<file path="src/rtl/cpu_types_pkg.sv">
// cpu_types_pkg: shared word, RAM-state and arbiter-state types.
package cpu_types_pkg;
  typedef logic [31:0] word_t;
  typedef enum logic [1:0] {FREE = 2'd0, BUSY = 2'd1, ACCESS = 2'd2, ERROR = 2'd3} ramstate_t;
  typedef enum logic [1:0] {IDLE = 2'd0, DGRANT = 2'd1, IGRANT = 2'd2} arb_state_t;
endpackage

</file>
<file path="src/rtl/ram_arbiter.sv">
// ram_arbiter: shares one RAM port between instruction fetch and data access,
// data first, with a streak limit so a pending fetch is never starved.
module ram_arbiter
  import cpu_types_pkg::*;
#(
  parameter int MAX_DSTREAK = 4,
  parameter int CNT_W = 3
) (
  input  logic      CLK,
  input  logic      nRST,
  input  logic      iREN,
  input  word_t     iaddr,
  output logic      iwait,
  output word_t     iload,
  input  logic      dREN,
  input  logic      dWEN,
  input  word_t     daddr,
  input  word_t     dstore,
  output logic      dwait,
  output word_t     dload,
  output logic      ramREN,
  output logic      ramWEN,
  output word_t     ramaddr,
  output word_t     ramstore,
  input  word_t     ramload,
  input  ramstate_t ramstate,
  output logic      ram_err
);
  localparam logic [CNT_W-1:0] MAXS = CNT_W'(MAX_DSTREAK);
  arb_state_t r_state, w_next;
  logic [CNT_W-1:0] r_streak;
  logic w_dreq, w_acc, w_d, w_i;
  assign w_dreq = dREN | dWEN;
  assign w_acc = ramstate == ACCESS;
  assign w_d = r_state == DGRANT;
  assign w_i = r_state == IGRANT;
  always_ff @(posedge CLK or negedge nRST)
    if (!nRST) r_state <= IDLE;
    else r_state <= w_next;
  // completions only: aborts leave the streak untouched
  always_ff @(posedge CLK or negedge nRST)
    if (!nRST) r_streak <= '0;
    else if (w_d && w_dreq && w_acc) r_streak <= !iREN ? '0 : r_streak == MAXS ? r_streak : r_streak + 1'b1;
    else if (w_i && iREN && w_acc) r_streak <= '0;
  always_comb begin
    w_next = r_state;
    case (r_state)
      IDLE:    w_next = (w_dreq && !(iREN && r_streak == MAXS)) ? DGRANT : iREN ? IGRANT : IDLE;
      DGRANT:  w_next = (!w_dreq || w_acc) ? IDLE : DGRANT;
      IGRANT:  w_next = (!iREN || w_acc) ? IDLE : IGRANT;
      default: w_next = IDLE;
    endcase
    ramREN   = w_d ? dREN & ~dWEN : w_i;
    ramWEN   = w_d & dWEN;
    ramaddr  = w_d ? daddr : w_i ? iaddr : '0;
    ramstore = w_d ? dstore : '0;
    dwait    = ~(w_d & w_acc);
    iwait    = ~(w_i & w_acc);
    ram_err  = (w_d | w_i) & (ramstate == ERROR);
    iload    = ramload;
    dload    = ramload;
  end
endmodule

</file>
<file path="config.mk">
export PLATFORM = sky130hd
export DESIGN_NAME = ram_arbiter
export DESIGN_NICKNAME = d
export VERILOG_FILES = /design/src/rtl/cpu_types_pkg.sv /design/src/rtl/ram_arbiter.sv
export SDC_FILE = /design/constraint.sdc
export NUM_CORES = 1
export LEC_CHECK = 0
export CAP_MARGIN = 20
export CORE_AREA = 2 2 102 104
export CTS_BUF_LIST = sky130_fd_sc_hd__clkbuf_16
export CTS_CLUSTER_SIZE = 16
export DETAILED_ROUTE_END_ITERATION = 8
export DIE_AREA = 0 0 104 106
export PLACE_DENSITY = 0.73
export SETUP_SLACK_MARGIN = 0.3
export SLEW_MARGIN = 20
export SYNTH_ARGS = -nofsm -noshare
export SYNTH_HDL_FRONTEND = slang
export SYNTH_SLANG_ARGS = --single-unit
</file>
<file path="constraint.sdc">
create_clock -name CLK -period 1.58 [get_ports CLK]
set_input_delay 0.237 -clock CLK [delete_from_list [all_inputs] [get_ports CLK]]
set_output_delay 0.237 -clock CLK [all_outputs]
set_load 0.03 [all_outputs]
</file>
==> run summary, run 1 <==
The run finished, with violations left. The final reports fail on negative setup slack. Actual transition at the worst max-transition pin: 260 ps. The initial antenna violation count came out at 0. Entering global routing, the biggest net connects 41 pins. The longest clock path from root to sink contains 2 buffers. The number of nets in the synthesized netlist is 326. Wire segments on met3 add up to 734 um in the final route.

Final number of max-transition violations: 0. For the total clock buffers created by CTS, the log shows 3. In this run the power density over the cells is 1630 mW/mm^2.

The placed instance count was 431. TritonCTS built the clock tree. Terminus of the critical flop-to-flop path: r_streak[1]$_DFFE_PN0P_. The capturing element of the worst setup path is ramaddr[9].

Number of standard cells after synthesis: 185. The via count of the first global-routing pass is 1923. The startpoint identified for the worst register-to-register timing path is r_state[0]$_DFF_PN0_. The die extent in y came out at 106 um.

Cell with the biggest individual delay on the critical path: dfrtp_1. The overall overflow remaining after global route is 0, and the biggest cell delay along the critical path is 410 ps. The portion of the clock cycle consumed by the worst path in the final layout came out at 121%. The logs give 11.6% for the global router's overall resource usage and 0.0110 sq mm for the overall die area. In this design, the largest share of critical-path delay is due to buffers and inverters. For this configuration, the core starts out at a cell density of 14.4%. The library cells used most frequently in the layout, excluding fill and tap cells, are 102 x clkdlybuf4s50_1, 72 x buf_6, 33 x and2_4.

Worst path setup slack after routing: -334 ps. The classification of the worst setup path was flip-flop to primary output. The count of nets left with antenna violations once routing finished came out at 0. The summed instance area of the synthesized netlist is 0.00144 sq mm.

During placement, the flow inserted port buffers numbering 171. For the clock sink total, the log shows 5. Clock latency on the worst-skew pair, taken at its later pin, is 230 ps.

The min-delay analysis places its worst path in the category input port to asynchronous set/reset pin. Wire length the detailed router placed on met1: 2.91 mm. The mean instance size in the synthesized netlist works out to 7.80 sq um. The logs give 82.6% for the worst max-slew margin expressed relative to the limit and 463 for the final net count. In this run the worst setup path begins at r_state[0]$_DFF_PN0_. The tools report the total count of hold-check failures in the final report as 0.

The residual DRC count came out at 0. The maximum fanout count along the critical path was 5. The total area inside the core boundary comes to 0.0100 sq mm. VDD sags by at most 0.953 mV. The run gives 8.67% as the register area share after synthesis.

Data on the critical path arrives at its endpoint at 1680 ps. For the wire length of the first global-routing pass, the log shows 10.4 mm. Adding up every negative setup slack in the final design gives -15260 ps. The wire length after detailed routing was 7.88 mm; the count of hold-fix buffers inserted at cts was 0.

In this run the number of cells on the critical path is 8. The tree is rooted in a clkbuf_16. STA puts the critical path data required time at 1340 ps. Subtracting the final worst setup slack from the clock period gives 1910 ps. The routed layout has 1863 vias.

The run gives 2.26 ps as the post-route clock skew. The library cell used most frequently in the layout, excluding fill and tap cells, is clkdlybuf4s50_1. Setup repair after global routing could not meet its margin everywhere. The first detailed-routing pass took 4 iterations. From synthesis to final layout, the design area changed by 161%. The length in cells of the worst reg-to-reg path is 9, and the count of pins on the block boundary is 268. The synthesis-stage register bit count works out to 5. Traced cell by cell, the critical path runs through buf_6, inv_4, ha_4, nor2b_4, buf_12, buf_8, a22o_2, buf_6. The average detailed-routed wire length per instance is 17.2 um, and the count of inserted antenna diode cells is 0.

The detailed placement HPWL was 5.62 mm; the clock-pin slew on the worst setup and hold paths was 30 ps. In the final layout, the share of cells above drive strength 1 is 60.4%. For the number of warnings reported in the yosys synthesis log, the log shows 0. In this run the register-to-register setup slack is -40 ps.

Counting stages on the worst path, the most repeated cell is buf_6. The tools report the deepest level of the CTS H-tree as 1. Max-cap violations in this run came to 0.

Nature of the critical path startpoint: a flip-flop. Wire segments on met2 add up to 4.11 mm in the final route. Count of standard-cell rows: 37. Fill cells in the final layout number 1015.

The distinct cell type count of the synthesized netlist is 30, and the die width is 104 um. At the end of routability-driven placement, the weighted congestion stood at 0.890. In the routed layout, each cell is associated on average with a via count of 4.08. The buffers plus inverters on the worst setup path came out at 5.

For this run, the top clock speed supported by timing is 522 MHz. After the first detailed-routing iteration, the DRC count stood at 48. The leakage power of the design came out at 1.63 nW.

The tools report the total setup violations reported at the end of the flow as 72. The count of cells in the finished layout, fillers not included, comes to 457. The tools report the kind of end point of the critical path as a primary output. The top metal layer carrying routed signals is met4.
==> power breakdown <==
part,internal [mW],total [mW],switching [mW]
clock,0.328,0.420,0.0919
sequential,0.178,0.233,0.0544
combinational,3.00,5.49,2.49
total,3.51,6.14,2.63
==> cell type report <==
cell class	count	area (sq um)	share of cell area (%)
repair buffers	208	2350	62.4
multi-input cells	98	1020	27.0
well taps	136	170	4.52
flip-flops and latches	5	125	3.32
clock buffers	3	75.1	1.99
inverters	6	28.8	0.764
clock inverters	1	3.75	0.0996
==> metal layers <==
metal / global-route usage [%] / vias up
met5: 0 / -
met4: 3.47 / 0
met3: 4.05 / 16
met2: 21.4 / 126
met1: 12.5 / 875
li1: - / 846
==> stage by stage <==
stage                     hold slack (ps)  instance area, sq um  worst slack, ps  total power, mW  utilization (%)
after floorplan                     -58.6                  1640             3.92             3.06                -
after global placement                474                  3000             -339             4.20             30.0
after detailed placement              474                  3000             -357             4.26             30.0
after CTS                             246                  3340             -332             5.12             33.4
after global routing                  257                  3770             -394             6.41             37.7
final                                 241                  3770             -334             6.14             37.7
==> cell families after synthesis <==
group / count (synthesis) / share of synthesized area (%)
DFF: 5 / 8.67
and+or+nand+nor: 48 / 21.1
AOI/OAI and AO/OA: 42 / 24.9
muxes: 1 / 1.04
adders and majority gates: 6 / 5.20
xor gates and xnor gates: 1 / 0.607
buffers and inverters: 82 / 38.5
==> worst min-delay path by stage <==
stage	end	slack, ps
after floorplan	r_state[0]$_DFF_PN0_	-60
after global placement	dload[23]	470
after detailed placement	dload[23]	470
after CTS	r_streak[0]$_DFFE_PN0P_	250
after global routing	r_streak[0]$_DFFE_PN0P_	260
final	r_streak[0]$_DFFE_PN0P_	240
==> repair_timing <==
| item | CTS | global route |
|---|---|---|
| buffers inserted | 5 | 10 |
| pin swaps | 4 | 7 |
| cloned | 1 | 6 |
| hold endpoints to repair | 0 | 0 |
| gates resized for setup | 53 | 59 |
| endpoints found under the setup margin | 73 | 74 |
==> registers in the layout, indices dropped and copies added (netlist names) <==
register,flops
r_state,2
r_streak,3
==> Yosys cell counts <==
cell type	n	area, sq um
a211oi_1	2	15.0
a21oi_1	1	5.00
a22o_1	32	280
a22oi_1	2	15.0
a31o_2	1	8.76
a31oi_1	1	6.26
a32o_1	2	20.0
and2_1	33	206
and3_1	1	6.26
and3b_4	1	12.5
and4b_1	1	10.0
buf_2	6	30.0
buf_4	64	480
clkbuf_1	6	22.5
dfrtp_1	5	125
ha_1	6	75.1
inv_1	6	22.5
mux2_4	1	15.0
nand2_1	1	3.75
nand2_2	1	6.26
nand2b_1	1	6.26
nand3_1	1	5.00
nand3b_1	2	15.0
nor2_1	2	7.51
nor2b_1	1	6.26
nor3_1	1	5.00
nor3b_1	1	7.51
o2bb2ai_1	1	8.76
or2_2	1	6.26
xnor2_1	1	8.76
(Power assumes the default switching activity.)
==> inputs of run 2 (changes only) <==
--- a/config.mk
+++ b/config.mk
@@ -5,13 +5,14 @@
 export SDC_FILE = /design/constraint.sdc
 export NUM_CORES = 1
 export LEC_CHECK = 0
+export ABC_AREA = 1
 export CAP_MARGIN = 20
-export CORE_AREA = 2 2 102 104
+export CORE_AREA = 2 2 103 105
 export CTS_BUF_LIST = sky130_fd_sc_hd__clkbuf_16
 export CTS_CLUSTER_SIZE = 16
 export DETAILED_ROUTE_END_ITERATION = 8
-export DIE_AREA = 0 0 104 106
-export PLACE_DENSITY = 0.73
+export DIE_AREA = 0 0 105 107
+export PLACE_DENSITY = 0.74
 export SETUP_SLACK_MARGIN = 0.3
 export SLEW_MARGIN = 20
 export SYNTH_ARGS = -nofsm -noshare
==> run 2 against run 1 <==
Against the previous run: the flow still finishes with violations (negative setup slack); via count grew 14%; worst hold slack worse by 1.3 ps; wire length fell by 7.9%; first-iteration DRC count rose by 58%; non-clock buffer count down 22; maximum frequency grew 12%; synthesized cell count up 63%; largest cell class unchanged.
==> run summary, run 2 <==
The number of buffers added on ports was 171 (unchanged); the overall die area was 0.0112 sq mm (+1.9%). Adder and majority cell fraction of the synthesized area: 4.61% (-0.60 points). The met2 layer usage reported by global route was 22.6% (+1.2 points). The top cell type's share of synthesized area works out to 30.0% (-3.4 points).

TritonCTS built the clock tree. Post-route clock skew: 2.27 ps (+0.0106 ps). The post-detailed-route via-to-cell ratio is 3.87 (-5.0%), and the mean instance size in the synthesized netlist is 5.41 sq um (-31%). The overall power consumption is 5.06 mW (-18%).

The logs give 12.6% (+0.11 points) for the met1 track demand over resource and 586 MHz (+12%) for the highest clock rate. In this run the worst hold path is classified as input port to asynchronous set/reset pin. The worst setup path is captured at a primary output. The initial antenna violation count was 0 (unchanged).

The most area-hungry cell type in the Yosys netlist was buf_4. The run gives 16 (-47%) as the distinct cell type count of the synthesized netlist. The number of enable-type register cells in the synthesized netlist works out to 0 (unchanged).

The first-iteration detailed-routing DRC count was 76 (+58%); the deepest level of the CTS H-tree was 1 (unchanged). Yosys instantiated no cell more often than nand2_1. Async set or reset register ratio after synthesis: 100% (unchanged).

The tools report the worst hold slack as 240 ps (-1.27 ps). The global placer's final weighted congestion came out at 0.675 (-24%). The met3 routing resource usage after global routing was 3.65% (-0.40 points). The actual transition at the worst max-transition pin is 266 ps (+6.20 ps), and the die extent in y is 107 um (+0.94%). The worst path setup slack after routing was -125 ps (+209 ps). The worst setup path is launched from a flip-flop. Synthesis-stage register bit count: 5 (unchanged). The clock-pin slew on the worst setup and hold paths is 30 ps (about the same). The register area share after synthesis is 7.68% (-0.99 points), and the flip-flop count of the largest register after layout is 3 (unchanged).

The wire length after detailed routing is 7.26 mm (-7.9%). The total of fill cells in the finished design is 1053 (+3.7%). The run gives 0 (unchanged) as the residual DRC count.

Root cell of the clock tree: clkbuf_16. For the required time at the endpoint of the critical path, the log shows 1340 ps (about the same). The logs give 2126 (+14%) for the vias after detailed routing and 0 (unchanged) for the number of max-cap violations. Leaving out fill and tap cells, the most frequent cell in the layout is clkdlybuf4s50_1. Among all flip-flop cells after synthesis, the most frequent one is dfrtp_1. In the layout the commonest cells are 102 x clkdlybuf4s50_1, 79 x nand2_1, 43 x buf_4.

Sorting the synthesized cells by area gives the leading types as buf_4 30%, nand2_1 26%, nand3_1 12%. The run gives 0 (unchanged) as the overall overflow remaining after global route. The maximum fanout count along the critical path works out to 17 (+12). The effective utilization at floorplan came out at 16.1% (+1.7 points).

The worst max-slew margin expressed relative to the limit was 82.2% (-0.41 points). The run gives 2123 (+10%) as the via count of the first global-routing pass. Clock sink total: 5 (unchanged). For the area of the placeable core, the log shows 0.0101 sq mm (+0.93%). For the total count of hold-check failures in the final report, the log shows 0 (unchanged). The count of inserted antenna diode cells is 0 (unchanged). The number of standard cells after synthesis is 301 (+63%), and the synthesis-to-finish area growth is 118%.

The count of standard-cell rows was 37 (unchanged); the worst ir drop on vdd was 0.627 mV (-34%). Total clock buffers created by CTS: 3 (unchanged). The setup path with the least slack is of type flip-flop to primary output.

The run gives 1.73 nW (+6.1%) as the leakage power of the design. The synthesized-area fraction occupied by and/or/nand/nor cells works out to 42.8% (+22 points). The first-pass iteration count of the detailed router came out at 4 (unchanged). The flow ran to the end, but the final reports show violations.

The clock period minus final worst setup slack came out at 1710 ps (-209 ps). The total setup violations reported at the end of the flow was 69 (-4.2%). The count of hold-fix buffers inserted at cts was 0 (unchanged).

The detailed placement HPWL was 5.40 mm (-3.9%); the die width was 105 um (+0.96%). After global routing, the most crowded layer is met2. The tools report the pin count of the biggest net entering global routing as 44 (+7.3%).

The share of cells above drive strength 1 came out at 45.5% (-15 points). For the net count after synthesis, the log shows 442 (+36%). For the global router's overall resource usage, the log shows 12.0% (+0.43 points). The checks that failed: negative setup slack.

The final net count is 555 (+20%), and the share of the synthesized area in compound gates (AO/OA/AOI/OAI) is 0.922% (-24 points). The number of nets with antenna violations after detailed routing was 0 (unchanged). Count of pins on the block boundary: 268 (unchanged). The xor/xnor cell area share of the yosys netlist was 0% (-0.61 points); the average detailed-routed wire length per instance was 13.2 um (-23%).

The mux cell area share after synthesis is 0% (-1.0 points), and the number of warnings reported in the yosys synthesis log is 0 (unchanged). The summed instance area of the synthesized netlist came out at 0.00163 sq mm (+13%). The portion of the clock cycle consumed by the worst path in the final layout came out at 108% (-13 points). The wire length of the first global-routing pass was 10.9 mm (+4.7%); the post-layout utilization of the core was 35.2% (-2.5 points). The commonest cells after synthesis are 115 x nand2_1, 65 x buf_4, 40 x nand3_1, 35 x inv_2, 12 x buf_2. Maximum number of buffers from clock root to sink: 2 (unchanged). The data arrival time of the critical path is 1470 ps (-210 ps), and the final number of max-transition violations is 0 (unchanged). The tools report the clock insertion delay at the later pin of the skew report as 230 ps (about the same).

The largest registers in the layout are r_streak x3, r_state x2. Dominant combinational cell family by area after synthesis: buffers and inverters. Setup repair after global routing could not meet its margin everywhere. The register with the most flip-flops in the final layout is r_streak. The cell area power density came out at 1430 mW/mm^2 (-13%).
run 2: changes by cell type after synthesis, moves of 3 or more:
cell	delta
a22o_1	-32
and2_1	-33
nand2_1	+114
clkbuf_1	-5
inv_1	+3
buf_2	+6
inv_2	+35
nand3_1	+39
run 2: routing by layer:
metal / vias up / share of wire (%) / routed length, um
li1: 1059 / - / -
met1: 940 / 36 / 2590
met2: 105 / 54 / 3920
met3: 22 / 8.1 / 590
met4: 0 / 2.2 / 162
met5: - / 0 / 0
run 2: cells by family (layout without fill, tap and decap cells):
| family | count (synthesis) | in the layout |
|---|---|---|
| and+or+nand+nor | 165 | 165 |
| buffers and inverters | 122 | 234 |
| adders and majority gates | 6 | 6 |
| DFF | 5 | 5 |
| AOI/OAI and AO/OA | 3 | 3 |
run 2: layout make-up:
type,count,area (sq um),area share [%]
Clock buffer,3,75.1,2.11
Multi-Input combinational cell,174,1110,31.3
Tap cell,136,170,4.79
Sequential cell,5,125,3.52
Inverter,44,168,4.72
Clock inverter,1,3.75,0.106
Timing Repair Buffer,186,1900,53.4
run 2: report_power, final:
part / total [mW] / internal [mW] / switching, mW
clock network: 0.420 / 0.328 / 0.0918
logic: 4.44 / 1.87 / 2.56
registers: 0.207 / 0.166 / 0.0411
run 2: timing repair:
| item | 4_1_cts | 5_1_grt |
|---|---|---|
| pin swaps | 1 | 3 |
| setup endpoints to repair | 74 | 74 |
| resized for setup | 49 | 6 |
| cloned | 2 | 0 |
| buffers inserted | 4 | 3 |
run 2: worst paths after layout:
check	start	to	slack, ps	cells after the start
max	r_state[1]$_DFF_PN0_	ramaddr[20]	-130	6
min	nRST	r_streak[1]$_DFFE_PN0P_	240	1
max reg2reg	r_state[1]$_DFF_PN0_	r_streak[0]$_DFFE_PN0P_	70	9
min reg2reg	r_streak[1]$_DFFE_PN0P_	r_streak[1]$_DFFE_PN0P_	540	2
max in group asynchronous	nRST	r_state[1]$_DFF_PN0_	1130	1
min in group CLK	ramload[18]	dload[18]	470	0
run 2: per-stage QoR:
step           setup TNS (ps)  cells  area, sq um  setup slack, ps
5_1_grt                 -9620    549         3550             -195
3_3_place_gp                0    536         3150             41.0
6_report                -4910    549         3550             -125
4_1_cts                 -5280    546         3500             -125
3_5_place_dp                0    536         3150             15.4
2_1_floorplan               0    301         1940              218
run 2: critical path, stage by stage (launching register included):
cell and delay, ps:
dfrtp_1 390, buf_4 160, ha_4 180, buf_12 160
nand3_1 130, nand2_4 50, buf_4 160
==> RTL edit, RTL diff (config.mk and constraints of run 1) <==
The parameter `CNT_W` goes from 3 to 5.
--- a/src/rtl/ram_arbiter.sv
+++ b/src/rtl/ram_arbiter.sv
@@ -4,7 +4,7 @@
   import cpu_types_pkg::*;
 #(
   parameter int MAX_DSTREAK = 4,
-  parameter int CNT_W = 3
+  parameter int CNT_W = 5
 ) (
   input  logic      CLK,
   input  logic      nRST,
Formal check against the unedited RTL: same outputs for any inputs over 10 cycles, from zero or initial values and one cycle with nRST low; that may be too few to reach the edited logic, so the function may still have changed.
==> RTL edit against run 1 <==
The flow still finishes with violations (negative setup slack); worst hold slack better by 27 ps; total power up 8.1%; sequential share of layout area is 0.89 points higher; synthesized area grew 8.6%; sequential cell count rose by 2; routed wire length increased by 15%; setup slack improved by 100 ps; design area increased by 11%.
==> RTL edit: results <==
{
  "outcome": "finished with violations",
  "violations": "negative setup slack",
  "vias": 1977,
  "synthTopCellsByArea": "buf_4, a22o_1, and2_1",
  "finalSetupViolations": 72,
  "max_slew.worst_pin.slew_ps": 407,
  "gp_congestion": 0.885,
  "ir_drop_v": 0.000988,
  "fin_ws_ps": -232,
  "max_stage_delay_ps": 380,
  "worstSetupStartpoint": "r_state[1]$_DFF_PN0_",
  "fin_nets": 476,
  "p_leak_nw": 1.87,
  "dp_hpwl_mm": 6.64,
  "reg2reg_slack_ps": -170,
  "fin_skew_ps": 1.73,
  "routed_wl_mm": 9.05,
  "synth_nets": 337,
  "cp_max_fo": 11,
  "grt_pass1_vias": 2196,
  "drt_iter0_markers": 28,
  "crit-reg2reg-capture": "r_streak[3]$_DFFE_PN0P_",
  "reg_top3": "r_streak x5, r_state x2",
  "synth.distinct_cells": 34,
  "n_fill_cell": 953,
  "synthTopCellsByCount": "buf_4, and2_1, a22o_1",
  "grt_first_pass_wirelength_mm": 13.1,
  "arrival_ps": 1580,
  "min_path_type": "primary input to asynchronous set/reset pin"
}
==> RTL edit: cell count changes after synthesis, sizes merged, moves of 2 or more <==
cell | before | now
and3 | 1 | 3
clkbuf | 6 | 8
dfrtp | 5 | 7
nand3 | 1 | 3
nand3b | 2 | 0
nor2b | 1 | 3
==> RTL edit: what timing repair did <==
action                                  CTS  global route
cloned                                    5             3
pin swaps                                 6             7
setup buffers                            15             2
hold buffers                              0             0
endpoints found under the setup margin   76            76
gates resized for setup                  91            13
==> RTL edit: worst max path at each step <==
stage	end	cells after the start
6_report	ramaddr[8]	7
5_1_grt	ramaddr[25]	6
4_1_cts	ramREN	7
3_5_place_dp	ramaddr[1]	5
3_3_place_gp	ramaddr[0]	5
2_1_floorplan	r_streak[3]$_DFFE_PN0P_	7
==> RTL edit: per-layer routing <==
| metal | GRT usage, % | part of all wire, % |
|---|---|---|
| met1 | 17.6 | 39 |
| met2 | 26.2 | 48 |
| met3 | 7.66 | 12 |
| met4 | 2.12 | 1.2 |
| met5 | 0 | 0 |
==> RTL edit: final cells by class <==
type	count	area, um2	share of cell area [%]
Multi-Input combinational cell	106	1310	31.3
Clock inverter	1	3.75	0.0896
Tap cell	136	170	4.06
Inverter	7	26.3	0.627
Clock buffer	3	75.1	1.79
Sequential cell	7	176	4.21
Timing Repair Buffer	210	2420	57.9
==> RTL edit: cell families (layout without fill, tap and decap cells) <==
kind of cell               count (synthesis)  in the layout  synth area share, %
and+or+nand+nor                           54             55                 22.0
DFF                                        7              7                 11.2
adders and majority gates                  6              6                 4.79
buffers and inverters                     84            221                 36.7
AOI/OAI and AO/OA                         44             44                 24.8
xor gates and xnor gates                   1              1                0.559
==> RTL edit: power by group through the flow <==
stage / combinational (mW) / clock, mW / sequential, mW
after floorplan: 3.06 / 0 / 0.288
after global placement: 4.31 / 0 / 0.297
after detailed placement: 4.37 / 0 / 0.301
after CTS: 5.67 / 0.424 / 0.306
after global routing: 6.17 / 0.438 / 0.326
final: 5.90 / 0.421 / 0.317
==> RTL edit: critical path: cells and delay by family, from the launching register on <==
kind            cells  cell delay, ps
buf+inv             4             500
flops               1             380
compound gates      1             220
fa+ha+maj           1             170
simple gates        1              50
==> RTL edit: through the flow <==
| stage | setup WS [ps] | power (mW) | instances | TNS (ps) | hold WS (ps) |
|---|---|---|---|---|---|
| finish | -232 | 6.64 | 470 | -11600 | 269 |
| global route | -272 | 6.94 | 470 | -14570 | 303 |
| CTS | -227 | 6.40 | 465 | -11500 | 277 |
| detailed placement | -802 | 4.67 | 441 | -29210 | 474 |
| global placement | -679 | 4.61 | 441 | -24200 | 474 |
| floorplan | 41.4 | 3.34 | 196 | 0 | -58.6 |
